--- config.mk ---
export PLATFORM = sky130hd
export DESIGN_NAME = dw_slice_packer_flat
export DESIGN_NICKNAME = d
export VERILOG_FILES = /design/src/rtl/dw_slice_packer_if.sv /design/src/rtl/dw_slice_packer.sv /design/src/flat_wrapper.sv
export SDC_FILE = /design/constraint.sdc
export NUM_CORES = 1
export LEC_CHECK = 0
export CAP_MARGIN = 20
export CORE_AREA = 2 2 39 41
export DETAILED_ROUTE_END_ITERATION = 10
export DIE_AREA = 0 0 41 43
export GPL_ROUTABILITY_DRIVEN = 0
export PLACE_DENSITY = 0.7
export SLEW_MARGIN = 20
export SYNTH_ARGS = -nofsm -noshare
export SYNTH_HDL_FRONTEND = slang
export SYNTH_SLANG_ARGS = --single-unit
--- constraint.sdc ---
create_clock -name HCLK -period 2.6 [get_ports HCLK]
set_input_delay 0.52 -clock HCLK [delete_from_list [all_inputs] [get_ports HCLK]]
set_output_delay 0.52 -clock HCLK [all_outputs]
set_load 0.02 [all_outputs]
--- src/rtl/dw_slice_packer_if.sv ---
// Slice packer bus: narrow-slice input stream and wide-word output stream.
// master drives slices and out_ready; slave is the packer. in_sel exists with SLICE_PACK_SEL_EN.
interface dw_slice_packer_if #(
    parameter int OUT_width   = 8,
    parameter int SLICE_width = 2
);
    localparam int NUM_SLICES = (OUT_width + SLICE_width - 1) / SLICE_width;
    localparam int CNT_width  = (NUM_SLICES > 1) ? $clog2(NUM_SLICES + 1) : 1;
    localparam int SEL_width  = (NUM_SLICES > 1) ? $clog2(NUM_SLICES) : 1;

    logic                   in_valid;
    logic                   in_ready;
    logic [SLICE_width-1:0] in_data;
    logic                   in_last;
    logic                   out_valid;
    logic                   out_ready;
    logic [OUT_width-1:0]   out_data;
    logic [CNT_width-1:0]   out_count;
`ifdef SLICE_PACK_SEL_EN
    logic [SEL_width-1:0]   in_sel;

    modport master (
        output in_valid, in_data, in_last, in_sel, out_ready,
        input  in_ready, out_valid, out_data, out_count
    );
    modport slave (
        input  in_valid, in_data, in_last, in_sel, out_ready,
        output in_ready, out_valid, out_data, out_count
    );
`else
    modport master (
        output in_valid, in_data, in_last, out_ready,
        input  in_ready, out_valid, out_data, out_count
    );
    modport slave (
        input  in_valid, in_data, in_last, out_ready,
        output in_ready, out_valid, out_data, out_count
    );
`endif
endinterface

--- src/rtl/dw_slice_packer.sv ---
// Builds an OUT_width word from SLICE_width slices; ports: HCLK, HRESET, bus (slave).
// SLICE_PACK_SEL_EN: slices go to index in_sel, tracked by a written mask.
module dw_slice_packer #(
    parameter int OUT_width   = 8,
    parameter int SLICE_width = 2
) (
    input  logic              HCLK,
    input  logic              HRESET,
    dw_slice_packer_if.slave  bus
);
    localparam int NUM_SLICES = (OUT_width + SLICE_width - 1) / SLICE_width;
    localparam int CNT_width  = (NUM_SLICES > 1) ? $clog2(NUM_SLICES + 1) : 1;
    localparam int SEL_width  = (NUM_SLICES > 1) ? $clog2(NUM_SLICES) : 1;

    localparam logic [0:0] FILL = 1'b0;
    localparam logic [0:0] HOLD = 1'b1;

    logic [0:0]           state;
    logic [OUT_width-1:0] data_q;
    logic [OUT_width-1:0] data_n;
    logic [CNT_width-1:0] cnt_q;
    logic [SEL_width-1:0] idx;
    logic                 hit;
    logic                 fresh;
    logic                 done;
    logic                 accept;

    assign bus.in_ready  = (state == FILL);
    assign bus.out_valid = (state == HOLD);
    assign bus.out_data  = data_q;
    assign bus.out_count = cnt_q;
    assign accept        = bus.in_valid && (state == FILL);

`ifdef SLICE_PACK_SEL_EN
    logic [NUM_SLICES-1:0] mask_q;
    logic [NUM_SLICES-1:0] mask_n;

    always_comb begin
        idx    = bus.in_sel;
        hit    = (32'(idx) < NUM_SLICES);
        mask_n = mask_q;
        fresh  = 1'b0;
        if (hit) begin
            fresh       = !mask_q[idx];
            mask_n[idx] = 1'b1;
        end
        done = (&mask_n) || bus.in_last;
    end
`else
    always_comb begin
        // Sequential mode: the slice count doubles as the write pointer.
        idx   = SEL_width'(cnt_q);
        hit   = 1'b1;
        fresh = 1'b1;
        done  = (32'(cnt_q) == NUM_SLICES - 1) || bus.in_last;
    end
`endif

    // Walk the output bits so indices past OUT_width never exist.
    always_comb begin
        data_n = data_q;
        for (int b = 0; b < OUT_width; b++) begin
            if (hit && (32'(idx) == b / SLICE_width))
                data_n[b] = bus.in_data[b % SLICE_width];
        end
    end

    always_ff @(posedge HCLK) begin
        if (HRESET) begin
            state  <= FILL;
            data_q <= '0;
            cnt_q  <= '0;
`ifdef SLICE_PACK_SEL_EN
            mask_q <= '0;
`endif
        end else begin
            unique case (state)
                FILL: begin
                    if (accept) begin
                        data_q <= data_n;
                        if (fresh)
                            cnt_q <= cnt_q + CNT_width'(1);
`ifdef SLICE_PACK_SEL_EN
                        mask_q <= mask_n;
`endif
                        if (done)
                            state <= HOLD;
                    end
                end
                HOLD: begin
                    if (bus.out_ready) begin
                        state  <= FILL;
                        data_q <= '0;
                        cnt_q  <= '0;
`ifdef SLICE_PACK_SEL_EN
                        mask_q <= '0;
`endif
                    end
                end
                default: state <= FILL;
            endcase
        end
    end
endmodule

--- src/flat_wrapper.sv ---
// flat-port wrapper written by rule: the top's interface ports become plain ports
module dw_slice_packer_flat 
#(
    parameter int OUT_width   = 8,
    parameter int SLICE_width = 2
)
  (HCLK, HRESET, bus_in_valid, bus_in_data, bus_in_last, bus_out_ready, bus_in_ready, bus_out_valid, bus_out_data, bus_out_count);
  dw_slice_packer_if #(.OUT_width(OUT_width), .SLICE_width(SLICE_width)) bus_i ();
  input  logic HCLK;
  input  logic HRESET;
  input wire logic [$bits(bus_i.in_valid)-1:0] bus_in_valid;
  input wire logic [$bits(bus_i.in_data)-1:0] bus_in_data;
  input wire logic [$bits(bus_i.in_last)-1:0] bus_in_last;
  input wire logic [$bits(bus_i.out_ready)-1:0] bus_out_ready;
  output wire logic [$bits(bus_i.in_ready)-1:0] bus_in_ready;
  output wire logic [$bits(bus_i.out_valid)-1:0] bus_out_valid;
  output wire logic [$bits(bus_i.out_data)-1:0] bus_out_data;
  output wire logic [$bits(bus_i.out_count)-1:0] bus_out_count;
  assign bus_i.in_valid = bus_in_valid;
  assign bus_i.in_data = bus_in_data;
  assign bus_i.in_last = bus_in_last;
  assign bus_i.out_ready = bus_out_ready;
  assign bus_in_ready = bus_i.in_ready;
  assign bus_out_valid = bus_i.out_valid;
  assign bus_out_data = bus_i.out_data;
  assign bus_out_count = bus_i.out_count;
  dw_slice_packer #(.OUT_width(OUT_width), .SLICE_width(SLICE_width)) u_core (.HCLK(HCLK), .HRESET(HRESET), .bus(bus_i));
endmodule
# Word-level counts from Yosys, hierarchy flattened
# Cells that the tools add are included.
[op_classes] mux=18 eq_ne=10 bitwise=1 reduce_logical=8 n_addsub=1
[ops] operator="2-to-1 mux 8 bit" count=2
[ops] operator="one-hot mux 8 bit (2 select lines)" count=1
[ops] operator="AND reduction 3 bit" count=4
[ops] operator="2-to-1 mux 1 bit" count=11
[ops] operator="inequality test 2 x 1 -> 1 bit, second input constant" count=5
[ops] operator="2-to-1 mux 3 bit" count=2
[ops] operator="one-hot mux 3 bit (2 select lines)" count=1
[ops] operator="== test 2 bit, second input constant" count=2
[ops] operator="adder 3 x 1 -> 3 bit, second input constant" count=1
[ops] operator="== test 3 x 2 -> 1 bit, second input constant" count=1
[ops] operator="== test 2 x 1 -> 1 bit, second input constant" count=1
[ops] operator="zero test 2 bit" count=1
[ops] operator="inequality test 2 bit, second input constant" count=1
[ops] operator="one-hot mux 1 bit (2 select lines)" count=1
[ops] operator="AND reduction 2 bit" count=1
[ops] operator="logical AND 1 bit" count=1
[ops] operator="logical OR 1 bit" count=1
[ops] operator="NOT 1 bit" count=1
[word_totals] output_inout_bits=13 elab_cells=44 inputBits=7 reg_bits=12

# Longest topological paths before layout
# Gate-level depths: netlist (run 1).
[depth] ltp_word=5 ltp_mapped=5 mapped_depth_nobuf=5

# Least setup slack after synthesis (run 1)
# No wires, ideal clock.
[synth_path] path_type="reg-to-reg" from="register u_core.cnt_q[0], in the netlist u_core.bus.out_count[0]" to="register u_core.cnt_q[2], in the netlist u_core.bus.out_count[2]" t_arrival_ps=1128 required_time_ps=2513 synth_period_minus_slack_ps=1215 n_path_buf=0 path_slack_ps=1385 stages_incl_launch_ff=4 setup_time_ps=87 path_cell_list="dfxtp_1 > ha_1 > ha_1 > o31ai_1"
[synth_between] elab_chain_cells=3
[synth_rtl] element="start, declared" line_no="dw_slice_packer.sv:21" source="logic [CNT_width-1:0] cnt_q;"
[synth_rtl] element="start signal, assigned" line_no="dw_slice_packer.sv:82" source="cnt_q <= cnt_q + CNT_width'(1);"
[synth_rtl] element="adder 3 x 1 -> 3 bit" line_no="dw_slice_packer.sv:82"
[synth_rtl] element="2-to-1 mux 3 bit" line_no="dw_slice_packer.sv:79" source="if (accept) begin"
[synth_rtl] element="one-hot mux 3 bit (2 select lines)" line_no="dw_slice_packer.sv:77" source="unique case (state)"
# Every way passes these cells. The select of a mux whose other input is x is not followed.
# A chain may end at the register's enable or synchronous reset.

# Worst setup path after layout (run 1)
[layout_path] from="register u_core.state, in the netlist u_core.bus.out_valid" to="output bus_out_valid"
[layout_lines] element="start, declared" line_no="dw_slice_packer.sv:18" source="logic [0:0] state;"
[layout_lines] element="start signal, assigned" line_no="dw_slice_packer.sv:70" source="state <= FILL;"
[layout_lines] element="start signal, assigned" line_no="dw_slice_packer.sv:87" source="state <= HOLD;"
[layout_lines] element="start signal, assigned" line_no="dw_slice_packer.sv:92" source="state <= FILL;"
[layout_lines] element="end, declared" line_no="flat_wrapper.sv:16" source="output wire logic [$bits(bus_i.out_valid)-1:0] bus_out_valid;"
# No word-level cell between the ends.

==> impl_metrics.json, run 1 <==
{
  "final_design_area_no_fill_um2": 767,
  "ctsResizeCount": 0,
  "grt_pass1_wl_um": 1710,
  "ys_seq_area_share_pct": 45.2,
  "finClkSkew_ps": 2.71,
  "vias": 456,
  "period_minus_slack_ps": 1900,
  "drt-initial-drc-count": 2,
  "synthDistinctLibCells": 15,
  "cts_root_buf": "clkbuf_4",
  "cts_buffers": 3,
  "path_class": "reg2out",
  "initial_core_util_pct": 38.4,
  "num_antenna_cells": 0,
  "worstPathMaxFanout": 8,
  "avgSynthCellArea_um2": 9.50,
  "tightest_slew_ps": 474,
  "place_area_um2": 731,
  "drt_pre_antenna_iters": 4,
  "ant_nets": 0,
  "final_util_pct": 55.4,
  "ios": 20,
  "area_growth_pct": 44.2,
  "antenna_found_initial": 0,
  "synth-compound-area-share_pct": 14.1,
  "yosys.area_share.simple_pct": 24.0,
  "grt_pass1_vias": 387,
  "worstSkewPairLatency_ps": 270,
  "die_w_um": 41,
  "die_height_um": 43,
  "synth_cells": 56,
  "start_kind": "flop",
  "endpoint_kind": "primary output",
  "placement_rows": 14,
  "mostFrequentLayoutCell": "clkdlybuf4s50_1",
  "fmaxAchievable_mhz": 526,
  "cellLeakagePower_nw": 0.278,
  "crit_family": "buffers and inverters",
  "routed_wl_um": 1060,
  "grt_use_total_pct": 14.9,
  "synth_nets": 68,
  "synth_xor_area_share_pct": 0,
  "ys_ff_latch": 12,
  "cpMaxStageDelayCell": "clkdlybuf4s50_1",
  "outcome": "complete, no violations",
  "drive_gt1_share_pct": 7.69,
  "num-nets-final": 91,
  "portBuffers": 19,
  "power_mw": 0.418,
  "ys_warn_count": 0,
  "setup_viol": 0,
  "maxCapViolCount": 0,
  "numClockSinks": 12,
  "max_stage_delay_ps": 650,
  "cts_setup_buffers": 0,
  "worstPathArrival_ps": 1380,
  "htreeDepth": 1,
  "cts_buffer_depth": 2,
  "viasPerCell": 4.85,
  "final_cell_mix": "clkdlybuf4s50_1 (19), dfxtp_1 (12), nand3_1 (11)",
  "dp.final_hpwl_um": 803,
  "drv_slew": 0,
  "core_region_area_um2": 1380,
  "worst-path-buf-inv": 1,
  "power_density_nw_per_um2": 545,
  "irDropWorstVdd_mv": 0.247,
  "synth_area_um2": 532,
  "period_share_pct": 73.2,
  "die-area_um2": 1760,
  "muxShareOfSynthArea_pct": 0,
  "fill_cells": 138,
  "synth-adder-area-share_pct": 11.8,
  "synth_top_family_by_area": "simple AND/OR/NAND/NOR gates",
  "wl_per_cell_um": 11.3,
  "grt-ovfl-total": 0,
  "max_slew_margin_pct": 68.4,
  "tns_ps": 0,
  "drc_errors": 0,
  "cts_tree": "yes",
  "critical_path_required_ps": 2080,
  "cts_hold_buffers": 0,
  "hold_violations": 0,
  "hp-class": "reg2reg",
  "grt_max_degree": 12,
  "crit_path_cell_trace": "clkdlybuf4s50_1",
  "path_clk_slew_ps": 70,
  "rsz0062_at_grt": "false"
}
-- metal layers --
layer | wire (µm) | vias to the layer above | part of all wire [%] | global-route usage [%]
li1 | - | 242 | - | -
met1 | 505 | 196 | 48 | 19.1
met2 | 465 | 16 | 44 | 19.4
met3 | 74 | 2 | 7.0 | 4.71
met4 | 14 | 0 | 1.3 | 12.0
met5 | 0 | - | 0 | 0
-- worst paths after layout --
check | from | end | slack [ps] | depth (start not counted)
setup / recovery | u_core.bus.out_valid | bus_out_valid | 700 | 1
hold / removal | u_core.bus.out_data[7] | u_core.bus.out_data[7] | 470 | 2
setup reg to reg | u_core.bus.out_count[0] | u_core.bus.out_valid | 1410 | 5
hold reg to reg | u_core.bus.out_data[7] | u_core.bus.out_data[7] | 470 | 2
-- cell usage after synthesis --
master / instances / share of area [%]
a21oi_2: 1 / 1.6
buf_6: 1 / 2.1
dfxtp_1: 12 / 45
ha_1: 5 / 12
inv_1: 4 / 2.8
nand2b_1: 3 / 3.5
nand2b_4: 1 / 2.6
nand3_1: 11 / 10
nand3b_1: 4 / 5.6
nor2_1: 1 / 0.71
nor2b_1: 1 / 1.2
o21ai_0: 6 / 5.6
o21ai_1: 3 / 2.8
o22ai_1: 1 / 1.2
o31ai_1: 2 / 2.8
-- flip-flops by register name (all words and copies together), names as in the netlist --
register	flops
u_core.bus.out_valid	1
u_core.bus.out_data	8
u_core.bus.out_count	3
-- logic make-up (layout without fill, tap and decap cells) --
logic type | after synthesis | after routing
adder cells (fa/ha/maj) | 5 | 5
AND/OR/NAND/NOR | 21 | 21
AO/OA/AOI/OAI | 13 | 13
buffers and inverters | 5 | 27
flip-flops | 12 | 12
-- worst reg2reg max path, stage by stage, from the launching register on --
cell,delay [ps]
dfxtp_1,360
ha_1,250
ha_1,180
nor2_1,100
o22ai_1,60
nor2b_1,120
-- stage by stage --
stage / instances / setup WS, ps / hold slack [ps]
2_1_floorplan: 56 / 1390 / 538
3_3_place_gp: 90 / 852 / 459
3_5_place_dp: 90 / 817 / 463
4_1_cts: 94 / 688 / 473
5_1_grt: 94 / 632 / 506
6_report: 94 / 697 / 468
-- report_power, final --
part	total, mW	switching, mW	internal [mW]
sequential	0.200	0.00776	0.192
clock	0.148	0.0626	0.0851
combinational	0.0706	0.0357	0.0349
-- cell type report --
| class | instances | area [µm²] | share of cell area [%] |
|---|---|---|---|
| multi-input combinational | 39 | 265 | 34.6 |
| timing repair buffer | 19 | 190 | 24.8 |
| clock buffer | 4 | 36.3 | 4.73 |
| tap | 16 | 20.0 | 2.61 |
| sequential | 12 | 240 | 31.3 |
| inverter | 4 | 15.0 | 1.96 |
No activity file was read; power rests on OpenSTA's default activity.
==> run 2, diff against run 1 <==
- CORE_AREA: 2 2 39 41 -> not set
- CORE_UTILIZATION: not set -> 37
- DIE_AREA: 0 0 41 43 -> not set
- PLACE_DENSITY: 0.7 -> 0.69
- clock period: 2.6 -> 1.7 ns (I/O delays scaled with it)
==> run 2 against run 1 <==
Register-to-register slack lost 890 ps. Design area rose by 0.16%. Sequential cell count stayed put. Combinational power grew 54%. Clock power grew 11%. Non-clock buffer count increased by 1. Via count unchanged. Count of clock-buffer cells in the layout decreased by 1. First-iteration DRC count rose by 100%. Sequential share of layout area grew 0.11 points. Power up 38%.
==> impl_metrics.json, run 2 (synthesis results as in run 1) <==
{
  "grt_max_degree": 12,
  "cellLeakagePower_nw": 0.324,
  "ant_nets": 0,
  "rsz0062_at_grt": "false",
  "hp-class": "reg2reg",
  "period_minus_slack_ps": 1630,
  "die-area_um2": 1590,
  "critical_path_required_ps": 1360,
  "path_clk_slew_ps": 70,
  "worstPathMaxFanout": 8,
  "final_cell_mix": "clkdlybuf4s50_1 (16), nand3_1 (11), dfxtp_1 (11)",
  "largest_reg_flops": 8,
  "worstSkewPairLatency_ps": 260,
  "rr_endpoint": "u_core.bus.out_valid",
  "antenna_found_initial": 0,
  "cts_buffer_depth": 2,
  "cp-endpoint": "bus_in_ready",
  "reg2reg_setup_slack_ps": 520,
  "viasPerCell": 4.90,
  "fill_cells": 129,
  "grt_pass1_wl_um": 1610,
  "setup_slack_ps": 71.9,
  "period_share_pct": 95.8,
  "initial_core_util_pct": 40.4,
  "cpMaxStageDelayCell": "clkdlybuf4s50_1",
  "p_int_mw": 0.430,
  "cts_hold_buffers": 0,
  "tightest_slew_ps": 486,
  "mostFrequentLayoutCell": "clkdlybuf4s50_1",
  "combPwrFrac_pct": 18.8,
  "p_sw_mw": 0.149,
  "cp-startpoint": "u_core.bus.out_valid",
  "p_sw_share_pct": 25.7,
  "setup_viol": 0,
  "ios": 20,
  "core_region_area_um2": 1320,
  "cts_setup_buffers": 0,
  "max_slew_margin_pct": 67.6,
  "wl_per_cell_um": 10.8,
  "num_antenna_cells": 0,
  "tns_ps": 0,
  "irDropWorstVdd_mv": 0.407,
  "numClockSinks": 12,
  "crit_path_cell_trace": "inv_1 > clkdlybuf4s50_1",
  "drt_pre_antenna_iters": 3,
  "cts_buffers": 3,
  "post-place-ws_ps": 191,
  "hold_violations": 0,
  "grt_pass1_vias": 405,
  "drc_errors": 0,
  "reg2reg_depth": 5,
  "clkPwrFrac_pct": 28.4,
  "routed_wl_um": 1000,
  "power_density_nw_per_um2": 753,
  "maxCapViolCount": 0,
  "worstPathArrival_ps": 1290,
  "outcome": "complete, no violations",
  "die_height_um": 39.9,
  "die_w_um": 39.9,
  "placement_rows": 13,
  "power_frac_seq_pct": 52.8,
  "fmaxAchievable_mhz": 614,
  "cts_root_buf": "clkbuf_4",
  "r2r_start": "u_core.bus.out_count[0]",
  "ctsResizeCount": 0,
  "endpoint_kind": "primary output",
  "dp.final_hpwl_um": 820,
  "vias": 456,
  "htreeDepth": 1,
  "finClkSkew_ps": 2.25,
  "final_util_pct": 58.3,
  "drt-initial-drc-count": 4,
  "num-nets-final": 92,
  "cts_tree": "yes",
  "start_kind": "flop",
  "portBuffers": 19,
  "area_growth_pct": 44.5,
  "grt_use_total_pct": 15.7,
  "drv_slew": 0,
  "grt-ovfl-total": 0,
  "max_stage_delay_ps": 600,
  "path_class": "reg2out",
  "drive_gt1_share_pct": 8.97
}
==> run 2: changes by cell type in the layout (fill, tap and decap cells not counted) <==
cell	before	now
buf_4	0	1
clkbuf_8	1	0
clkdlybuf4s50_1	19	16
dfxtp_1	12	11
dfxtp_2	0	1
dlymetal6s2s_1	0	3
==> run 2: cell type report <==
cell class                 instances  area (µm²)  area share, %
inverter                           4        15.0           1.95
multi-input combinational         39         265           34.5
clock buffer                       3        22.5           2.93
timing repair buffer              20         205           26.7
sequential                        12         241           31.4
tap                               15        18.8           2.44
==> run 2: metrics by stage <==
step	area, µm²	std cells	hold slack, ps	total power, mW
2_1_floorplan	532	56	412	0.369
3_3_place_gp	737	90	456	0.421
3_5_place_dp	737	90	458	0.423
4_1_cts	759	93	468	0.590
5_1_grt	768	93	485	0.616
6_report	768	93	464	0.579
==> run 2: worst max-delay path: cells and delay by family, from the launching register on <==
family / cells / cell delay [ps]
flip-flops: 1 / 350
buffers and inverters: 2 / 670
==> run 2: worst min path at each step <==
stage | from | to | slack (ps) | depth (start not counted)
floorplan | HRESET | u_core.bus.out_valid | 410 | 1
global placement | u_core.bus.out_data[7] | u_core.bus.out_data[7] | 460 | 2
detailed placement | u_core.bus.out_data[6] | u_core.bus.out_data[6] | 460 | 2
CTS | u_core.bus.out_data[6] | u_core.bus.out_data[6] | 470 | 2
global route | u_core.bus.out_data[6] | u_core.bus.out_data[6] | 480 | 2
finish | u_core.bus.out_data[7] | u_core.bus.out_data[7] | 460 | 2
==> run 2: layer usage <==
metal  track usage (%)  routed length (µm)
met2              24.6                 476
met5                 0                   0
met4              10.3                   0
met1              18.0                 473
met3              5.11                  53
==> run 2: power groups by stage <==
stage	Sequential [mW]	Clock (mW)	Combinational, mW
floorplan	0.326	0	0.0430
global placement	0.312	0	0.109
detailed placement	0.312	0	0.111
CTS	0.305	0.173	0.112
global route	0.308	0.189	0.119
finish	0.305	0.164	0.109
==> run 3, diff against run 2 <==
- SETUP_SLACK_MARGIN: not set -> 0.2
==> run 3 against run 2 <==
Sequential power is essentially flat. Die area is the same. Wire length is essentially flat. Count of clock-buffer cells in the layout is the same. Clock power is essentially flat. Critical path type unchanged. Worst hold slack lost 2.7 ps. Largest power group unchanged. Power shrank 1.6%. Non-clock buffer count is the same. Final cell count is the same. Register-to-register slack is essentially flat. Setup slack gained 260 ps. Largest cell class unchanged.
==> impl_metrics.json, run 3 (synthesis results as in run 1) <==
{
  "worst-path-buf-inv": 1,
  "setup_slack_ps": 330,
  "multi_input_area_um2": 265,
  "mostFrequentLayoutCell": "dlygate4sd2_1",
  "worstSkewPairLatency_ps": 260,
  "cts_buffers": 3,
  "drt-initial-drc-count": 4,
  "ios": 20,
  "path_clk_slew_ps": 70,
  "numClockSinks": 12,
  "tns_ps": 0,
  "dp.final_hpwl_um": 820,
  "hold_violations": 0,
  "ff_latch_area_um2": 241,
  "finClkSkew_ps": 2.00,
  "vias": 456,
  "drc_errors": 0,
  "num_antenna_cells": 0,
  "cp_num_cells": 1,
  "fill_cells": 135,
  "placement_rows": 13,
  "wl_per_cell_um": 10.8,
  "max_slew_margin_pct": 67.8,
  "routed_wl_um": 1000,
  "path_class": "reg2out",
  "crit_family": "flip-flops",
  "worstPathArrival_ps": 1030,
  "endpoint_kind": "primary output",
  "htreeDepth": 1,
  "cellLeakagePower_nw": 0.328,
  "largest_reg_flops": 8,
  "crit_path_cell_trace": "dlygate4sd2_1",
  "grt_pass1_wl_um": 1610,
  "drive_gt1_share_pct": 8.97,
  "final_cell_mix": "dlygate4sd2_1 (13), nand3_1 (11), dfxtp_1 (11)",
  "post-place-ws_ps": 191,
  "hp-class": "reg2reg",
  "finalNonFillerCells": 93,
  "core_region_area_um2": 1320,
  "outcome": "complete, no violations",
  "irDropWorstVdd_mv": 0.404,
  "start_kind": "flop",
  "die_height_um": 39.9,
  "ant_nets": 0,
  "drv_slew": 0,
  "portBuffers": 19,
  "grt_pass1_vias": 405,
  "die_w_um": 39.9,
  "area_growth_pct": 40.0,
  "fmaxAchievable_mhz": 730,
  "cpMaxStageDelayCell": "dfxtp_1",
  "dp_cells": 90,
  "max_stage_delay_ps": 410,
  "die-area_um2": 1590,
  "grt_max_degree": 12,
  "grt-ovfl-total": 0,
  "cts_tree": "yes",
  "maxCapViolCount": 0,
  "antenna_found_initial": 0,
  "power_density_nw_per_um2": 765,
  "cts_setup_buffers": 0,
  "initial_core_util_pct": 40.4,
  "period_minus_slack_ps": 1370,
  "cts_root_buf": "clkbuf_4",
  "tightest_slew_ps": 484,
  "num-nets-final": 92,
  "drt_pre_antenna_iters": 3,
  "grt_use_total_pct": 15.7,
  "worstPathMaxFanout": 6,
  "whs_path_depth": 2,
  "viasPerCell": 4.90,
  "critical_path_required_ps": 1360,
  "rsz0062_at_grt": "false",
  "reg2reg_depth": 5,
  "period_share_pct": 80.6,
  "cts_buffer_depth": 2,
  "setup_viol": 0
}
-- run 3: cell types whose count changed in the layout (fill, tap and decap cells not counted), sizes merged --
cell / previous run / this run
dlygate4sd2: 0 / 13
clkdlybuf4s50: 16 / 6
dlymetal6s2s: 3 / 0
-- run 3: final cells by class --
type                    count  share of cell area (%)
inverters                   4                    2.02
clock buffers               3                    3.03
repair buffers             20                    24.4
multi-input cells          39                    35.6
flip-flops and latches     12                    32.4
well taps                  15                    2.52
-- run 3: stage by stage --
stage / power (mW) / utilization, % / area [µm²] / hold WS (ps)
final: 0.569 / 56.5 / 744 / 462
after global routing: 0.607 / 56.5 / 744 / 482
after CTS: 0.580 / 56.4 / 743 / 465
after detailed placement: 0.423 / 55.9 / 737 / 458
after global placement: 0.421 / 55.9 / 737 / 456
after floorplan: 0.369 / - / 532 / 412
-- run 3: worst paths after layout --
kind                            from                endpoint  slack [ps]
min           u_core.bus.out_data[7]  u_core.bus.out_data[7]         460
max reg2reg  u_core.bus.out_count[0]    u_core.bus.out_valid         520
min reg2reg   u_core.bus.out_data[7]  u_core.bus.out_data[7]         460
max          u_core.bus.out_count[0]        bus_out_count[0]         330
-- run 3: report_power, final --
group / switching [mW] / total (mW) / internal [mW]
sequential: 0.0109 / 0.305 / 0.294
clock: 0.0825 / 0.164 / 0.0817
combinational: 0.0548 / 0.100 / 0.0456
total: 0.148 / 0.569 / 0.421
-- run 3: metal layers --
metal | part of all wire, % | wire length, µm | vias to the layer above | track usage, %
met5 | 0 | 0 | - | 0
li1 | - | - | 245 | -
met4 | 0 | 0 | 0 | 10.3
met2 | 47 | 473 | 14 | 24.6
met3 | 6.1 | 61 | 0 | 5.11
met1 | 47 | 469 | 197 | 18.0
-- run 3: what timing repair did --
action / 4_1_cts / 5_1_grt
setup endpoints to repair: 13 / 1
hold buffers: 0 / 0
resized for setup: 13 / 1
cloned: 0 / 0
pin swaps: 0 / 0
